### src/rtl/inst_fetch_ctrl.sv
// inst_fetch_ctrl: instruction fetch controller feeding a 4-entry
// {pc, instruction} queue from a dual-read instruction memory.
//
// Ports:
//   clk, rst_n               clock, synchronous active-low reset
//   mem_addr1/2              byte addresses fetch_pc and fetch_pc+4 (comb)
//   mem_data1/2              combinational read data for mem_addr1/2
//   redirect_valid/_pc       branch/jump redirect; flushes the queue
//   inst_valid/_ready        consumer handshake for the queue head
//   inst_data/_pc            queue head instruction and its byte address
//   halted                   fetch ran past LAST_ADDR and queue drained
//   occupancy                queue entries held (0..4)
module inst_fetch_ctrl #(
  parameter logic [31:0] RESET_PC  = 32'h0000_0000,
  parameter logic [31:0] LAST_ADDR = 32'd220
) (
  input  logic        clk,
  input  logic        rst_n,
  output logic [31:0] mem_addr1,
  output logic [31:0] mem_addr2,
  input  logic [31:0] mem_data1,
  input  logic [31:0] mem_data2,
  input  logic        redirect_valid,
  input  logic [31:0] redirect_pc,
  output logic        inst_valid,
  input  logic        inst_ready,
  output logic [31:0] inst_data,
  output logic [31:0] inst_pc,
  output logic        halted,
  output logic [2:0]  occupancy
);

  typedef enum logic [1:0] {IDLE, FETCH, HALT} state_t;

  typedef struct packed {
    logic [31:0] pc;
    logic [31:0] ins;
  } fq_entry_t;

  state_t      state;
  logic [31:0] fetch_pc;
  logic [2:0]  occ;
  logic [1:0]  rd_ptr, wr_ptr;
  fq_entry_t   fq [4];

  logic [32:0] pc_p4;
  logic [2:0]  free;
  logic        fetching, can_pair, can_one, push1, push2, pop, flush;
  logic [2:0]  n_push;

  // Low address bits are dropped on redirect (word alignment).
  logic unused_redirect_lsb;
  assign unused_redirect_lsb = &{1'b0, redirect_pc[1:0]};

  assign mem_addr1 = fetch_pc;
  assign mem_addr2 = fetch_pc + 32'd4;

  // 33-bit compare so fetch_pc near 2^32 cannot wrap into the valid range.
  assign pc_p4    = {1'b0, fetch_pc} + 33'd4;
  // Free slots use pre-pop occupancy: a full queue stalls one cycle even
  // while popping, which also guarantees push never overwrites the head.
  assign free     = 3'd4 - occ;
  assign fetching = (state == FETCH) && !redirect_valid;
  assign can_pair = (free >= 3'd2) && (pc_p4 <= {1'b0, LAST_ADDR});
  assign can_one  = (free >= 3'd1) && (fetch_pc <= LAST_ADDR);
  assign push2    = fetching && can_pair;
  assign push1    = fetching && !can_pair && can_one;
  assign n_push   = push2 ? 3'd2 : (push1 ? 3'd1 : 3'd0);

  assign flush      = redirect_valid && (state != IDLE);
  assign inst_valid = (occ != 3'd0) && !redirect_valid;
  assign pop        = inst_valid && inst_ready;

  assign inst_data = fq[rd_ptr].ins;
  assign inst_pc   = fq[rd_ptr].pc;
  assign halted    = (state == HALT) && (occ == 3'd0);
  assign occupancy = occ;

  always_ff @(posedge clk) begin
    if (!rst_n) begin
      state    <= IDLE;
      fetch_pc <= RESET_PC;
      occ      <= 3'd0;
      rd_ptr   <= 2'd0;
      wr_ptr   <= 2'd0;
    end else begin
      case (state)
        IDLE: state <= FETCH;
        FETCH, HALT: begin
          if (flush) begin
            occ      <= 3'd0;
            rd_ptr   <= 2'd0;
            wr_ptr   <= 2'd0;
            fetch_pc <= {redirect_pc[31:2], 2'b00};
            state    <= FETCH;
          end else begin
            occ    <= occ + n_push - {2'b00, pop};
            rd_ptr <= rd_ptr + {1'b0, pop};
            wr_ptr <= wr_ptr + n_push[1:0];
            if (push2)      fetch_pc <= fetch_pc + 32'd8;
            else if (push1) fetch_pc <= fetch_pc + 32'd4;
            if (state == FETCH && fetch_pc > LAST_ADDR) state <= HALT;
          end
        end
        default: state <= IDLE;
      endcase
    end
  end

  // Queue storage carries no reset; occupancy alone qualifies it.
  always_ff @(posedge clk) begin
    if (push1 || push2) fq[wr_ptr] <= '{pc: fetch_pc, ins: mem_data1};
    if (push2) fq[wr_ptr + 2'd1] <= '{pc: mem_addr2, ins: mem_data2};
  end

endmodule

### config.mk
export PLATFORM = sky130hd
export DESIGN_NAME = inst_fetch_ctrl
export DESIGN_NICKNAME = d
export VERILOG_FILES = /design/src/rtl/inst_fetch_ctrl.sv
export SDC_FILE = /design/constraint.sdc
export NUM_CORES = 1
export LEC_CHECK = 0
export BUFFER_PORTS_ARGS = -buffer_cell sky130_fd_sc_hd__clkbuf_2
export CORE_ASPECT_RATIO = 0.5
export CORE_MARGIN = 5
export CORE_UTILIZATION = 35
export DETAILED_ROUTE_END_ITERATION = 8
export PLACE_DENSITY = 0.63
export SLEW_MARGIN = 10
export SYNTH_ARGS = -nofsm -noshare
export SYNTH_HDL_FRONTEND = slang
export SYNTH_SLANG_ARGS = --single-unit
### constraint.sdc
create_clock -name clk -period 14.6 [get_ports clk]
set_input_delay 1.46 -clock clk [delete_from_list [all_inputs] [get_ports clk]]
set_output_delay 1.46 -clock clk [all_outputs]
set_load 0.03 [all_outputs]
Yosys cells after proc, flatten, opt, wreduce, memory -nomap -nowiden
Memories as Yosys holds them, arrays and structs flattened. A register that Yosys moved wholly into a read port is not among the register bits.
Index checks and enable logic that the tools add are counted.

storage, ports and cells
  input bits = 100
  memory bits (writable) = 256
  bits in registers = 41
  memories = 1
  word-level logic and storage cells = 61
  output and inout bits = 133

operators by class
  order comparisons = 5
  equality and inequality tests = 3
  reductions and logical operators = 21
  add/sub/neg operators = 9
  multiplexer cells = 17

memories
  name  depth  bits a word  rd ports  clocked after memory_dff  wr ports  RTL line  source
  fq    4      64           1         1                         2         44        fq_entry_t fq [4];

operators with widths
  kind                   count
  $mux 32                3
  $add 32x3->33 const B  1
  $le 33x8->1 const B    1
  $add 32x3->32 const B  1
  $add 32x4->32 const B  1
  $gt 32x8->1 const B    1
  $le 32x8->1 const B    1
  $mux 2                 7
  $logic_and 1x1->1      11
  $reduce_bool 3->1      2
  $mux 1                 5
  $pmux 2 s2             1
  $add 3x2->3            1
  $ge 3x1->1 const B     1
  $ge 3x2->1 const B     1
  $logic_not 3->1        1
  $mux 3                 1
  $ne 3x3->1 const B     1
  $sub 3x1->3            1
  $sub 3x3->3 const A    1
  $add 2x1->2            1
  $add 2x1->2 const B    1
  $add 2x2->2            1
  $eq 2x1->1 const B     1
  other kinds (7)        8

Depth between registers and ports, before layout
  word-level depth = 11
  mapped depth = 19
  gate-level depth less buffers = 18

Worst setup path before layout
No wires, ideal clock.

  path kind = reg2reg
  start point = register fetch_pc[2] (netlist: mem_addr1[2])
  end point = memory fq[0][0] (netlist bit) (enable)
  stages on the path, launching flop included = 13
  library setup time = 575 ps
  required time = 14,025 ps
  arrival = 7,736 ps
  period minus slack after synthesis = 8,311 ps
  buffers on the path = 2
  setup slack = 6,289 ps
  path through = dfxtp_1 -> ha_1 -> buf_2 -> nand4_2 -> or4_1 -> clkbuf_1 -> nor3_2 -> nand2_1 -> o22ai_1 -> nand3_1 -> a2111oi_1 -> nor2_1 -> o31ai_1

RTL lines
  element                 RTL line  source
  start, declared         41        logic [31:0] fetch_pc;
  start signal, assigned  94        fetch_pc <= {redirect_pc[31:2], 2'b00};
  start signal, assigned  100       if (push2) fetch_pc <= fetch_pc + 32'd8;
  start signal, assigned  101       else if (push1) fetch_pc <= fetch_pc + 32'd4;
  end, declared           44

==> run_results.csv <==
group,metric,value,unit
clock_tree,clock-sinks,289,
worst_setup_path,cp-end-kind,"register",
worst_setup_path,required,14780,ps
status,outcome,"complete, no violations",
timing,post-route-period-util,0.396,
timing,skew,20.0,ps
global_route,track_usage,0.160,
flow_run,drv_cap,0,
worst_setup_path,crit_fanout,37,
worst_hold_path,hp-class,"register to register",
clock_tree,cts.path.max_buffers,3,
routing,wl_per_cell,21.7,microns
routing,drc_errors,0,
pwr,power.switching,1.12,mW
placement,dpl.hpwl,24900,microns
routing,avgViaCountPerCell,5.29,
routing,dr.first_iter.drc_count,582,
pwr,vdd_drop_max,0.108,mV
yosys,synth.most_common_cell,"edfxtp_1",
pwr,p_leak,5.97,nW
timing,fmax,173,MHz
timing,max_slew_margin,0.248,
timing,min_period,5780,ps
worst_setup_path,max_stage_delay,830,ps
yosys,synthCells,1114,
timing,rsz0062_at_grt,"no",
worst_setup_path,startpoint_type,"register",
global_route,grt_pass1_wl,58300,microns
pwr,intPower,1.94,mW
global_route,grt_max_degree,63,
timing,tightest_slew,1130,ps
floorplan,fp.dieW,299,microns
floorplan,coreArea,0.0416,sq mm
yosys,synth.area.top_cells,"edfxtp_1 51%, mux2_2 9.7%, mux4_2 9.5%",
worst_setup_path,crit_slowest_cell,"or4_1",
placement,routabilityCongestion,0.890,
worst_setup_path,crit_chain,"ha_1 > nand4_1 > or4_1 > nor3_1 > o22ai_1 > a21boi_2 > a31oi_1 > a21oi_1 > nor2_4 > buf_4",
yosys,ys_warn_count,0,
final_layout,fillers,3865,
pwr,p_comb_frac,0.340,
worst_hold_path,hold_path_depth,2,
worst_setup_path,worstPathArrival,5960,ps
clock_tree,clk_latency,560,ps
yosys,synth_top_cell_area_share,0.508,
yosys,synthDistinctLibCells,68,
clock_tree,cts.clk_slew.worst_paths,70,ps
yosys,async_flop_share,0,
clock_tree,cts_hold_buffers,0,
routing,drtAntennaViolNets,0,
timing,setup_viol,0,
routing,routed_wl,38500,microns
yosys,ys_ff_latch,289,
clock_tree,htree_levels,1,
clock_tree,cts_buffers,29,
clock_tree,clockRootBuffer,"clkbuf_16",
worst_setup_path,crit_type,"register to register",
worst_setup_path,rr_worst_depth,10,
pwr,seqPwrFrac,0.405,
timing,finalSetupTns,0,ps
final_layout,finalInstanceArea,0.0168,sq mm
floorplan,start_util,0.352,
pwr,switching_share,0.366,
yosys,yosys.area.top_type,"edfxtp_1",
global_route,grt_overflow,0,
final_layout,drive_gt1_frac,0.413,
clock_tree,postCtsResizedCells,0,
floorplan,fp.dieH,155,microns
floorplan,ios,233,
routing,drtPass1Iterations,6,
pwr,pwr_density_cell,181,mW/mm^2
timing,hold_violations,0,
yosys,syn-cell-area,0.0147,sq mm
pwr,p_clk_frac,0.254,
global_route,grt_pass1_vias,9970,
floorplan,row_count,53,
timing,report.final.slew_viol_count,0,
routing,dr_total_vias,9408,
global_route,antenna_found_initial,4,
floorplan,dieArea,0.0463,sq mm
final_layout,final_nets,1320,
final_layout,syn_to_final_growth,15.0,%
placement,port_buffers,224,
clock_tree,cts_tree,"done",
yosys,synth.top_cells.by_count,"248 x edfxtp_1, 135 x clkbuf_1, 126 x mux2_2",
worst_setup_path,reg2reg_slack,8820,ps
yosys,avgSynthCellArea,13.2,sq um
yosys,synth_ff_type,"edfxtp_1",
clock_tree,cts_setup_buffers,0,
yosys,yosysSeqAreaShare,0.564,
placement,dpl_cell_area,0.0159,sq mm
yosys,synth_edf_count,248,
cells by family (layout without fill, tap and decap cells):
| group | after synthesis | in the layout | share of synthesized area |
|---|---|---|---|
| flip-flops | 289 | 289 | 0.564 |
| AND/OR/NAND/NOR | 253 | 253 | 0.0867 |
| buffers and inverters | 206 | 312 | 0.0600 |
| multiplexers | 194 | 194 | 0.197 |
| AO/OA/AOI/OAI | 101 | 101 | 0.0448 |
| XOR/XNOR | 53 | 53 | 0.0317 |
| adder cells (fa/ha/maj) | 17 | 17 | 0.0150 |
| other | 1 | 9 | 0.000256 |
critical path, delay by kind of cell, from the launching register on:
family | cells | cell delay (ps)
fa+ha+maj | 1 | 460
buf+inv | 1 | 650
simple gates | 4 | 2540
compound gates | 4 | 1030
flops | 1 | 660
final cells by class:
class	instances	area, sq um	area share
well taps	550	688	0.0408
flip-flops and latches	289	8280	0.491
inverters	20	75.1	0.00446
diodes	3	7.51	0.000446
repair buffers	239	1230	0.0732
clock inverters	18	198	0.0117
multi-input cells	624	5580	0.331
clock buffers	35	790	0.0469
flip-flops by register name, indices dropped and copies added, names as in the netlist, named ones only:
signal     cells
occupancy      3
state          2
mem_addr1     30
rd_ptr         2
wr_ptr         2
fq           248
per-layer routing:
metal	track usage	wire, microns	share of wire
met1	0.186	14800	0.38
met2	0.302	20800	0.54
met3	0.0241	1570	0.041
met4	0.0577	1360	0.035
met5	0	13	0.00034
power by group through the flow:
stage,combinational (mW),clock [mW],sequential (mW)
floorplan,0.746,0,1.25
finish,1.04,0.777,1.24
detailed placement,1.05,0,1.26
global placement,1.04,0,1.24
CTS,1.05,0.790,1.24
global route,1.11,0.823,1.26
metrics by stage:
stage | total power [mW] | utilization | hold WS, ps | instances | setup WS [ps]
after floorplan | 1.99 | - | 459 | 1119 | 6290
after global placement | 2.28 | 0.381 | 464 | 1722 | 9030
after detailed placement | 2.31 | 0.381 | 470 | 1722 | 8870
after CTS | 3.08 | 0.404 | 480 | 1775 | 8840
after global routing | 3.19 | 0.405 | 503 | 1778 | 8450
final | 3.05 | 0.405 | 477 | 1778 | 8820
placed cells by master (no fill, tap or decap), types with 9 or more instances in the layout:
cell type	count
nor3_1	19
xor2_1	18
o21ai_0	16
nand4_1	12
buf_4	15
mux2_2	126
dfxtp_1	39
nand2_1	59
ha_1	16
a22oi_1	11
clkbuf_2	224
or3_1	11
edfxtp_1	248
inv_1	18
a21oi_1	35
clkinv_2	10
nor2_1	67
xnor2_1	35
mux4_2	62
nor4_1	9
clkbuf_16	30
nand3_1	31
worst paths after layout:
path | start | to
worst max-delay path | mem_addr1[4]$_SDFFE_PN0P_ | fq[3][39]$_DFFE_PP_
worst min-delay path | occupancy[2]$_SDFFE_PN0P_ | occupancy[2]$_SDFFE_PN0P_
worst max register to register | mem_addr1[4]$_SDFFE_PN0P_ | fq[3][39]$_DFFE_PP_
worst min register to register | occupancy[2]$_SDFFE_PN0P_ | occupancy[2]$_SDFFE_PN0P_
No activity file was read; power rests on OpenSTA's default activity.
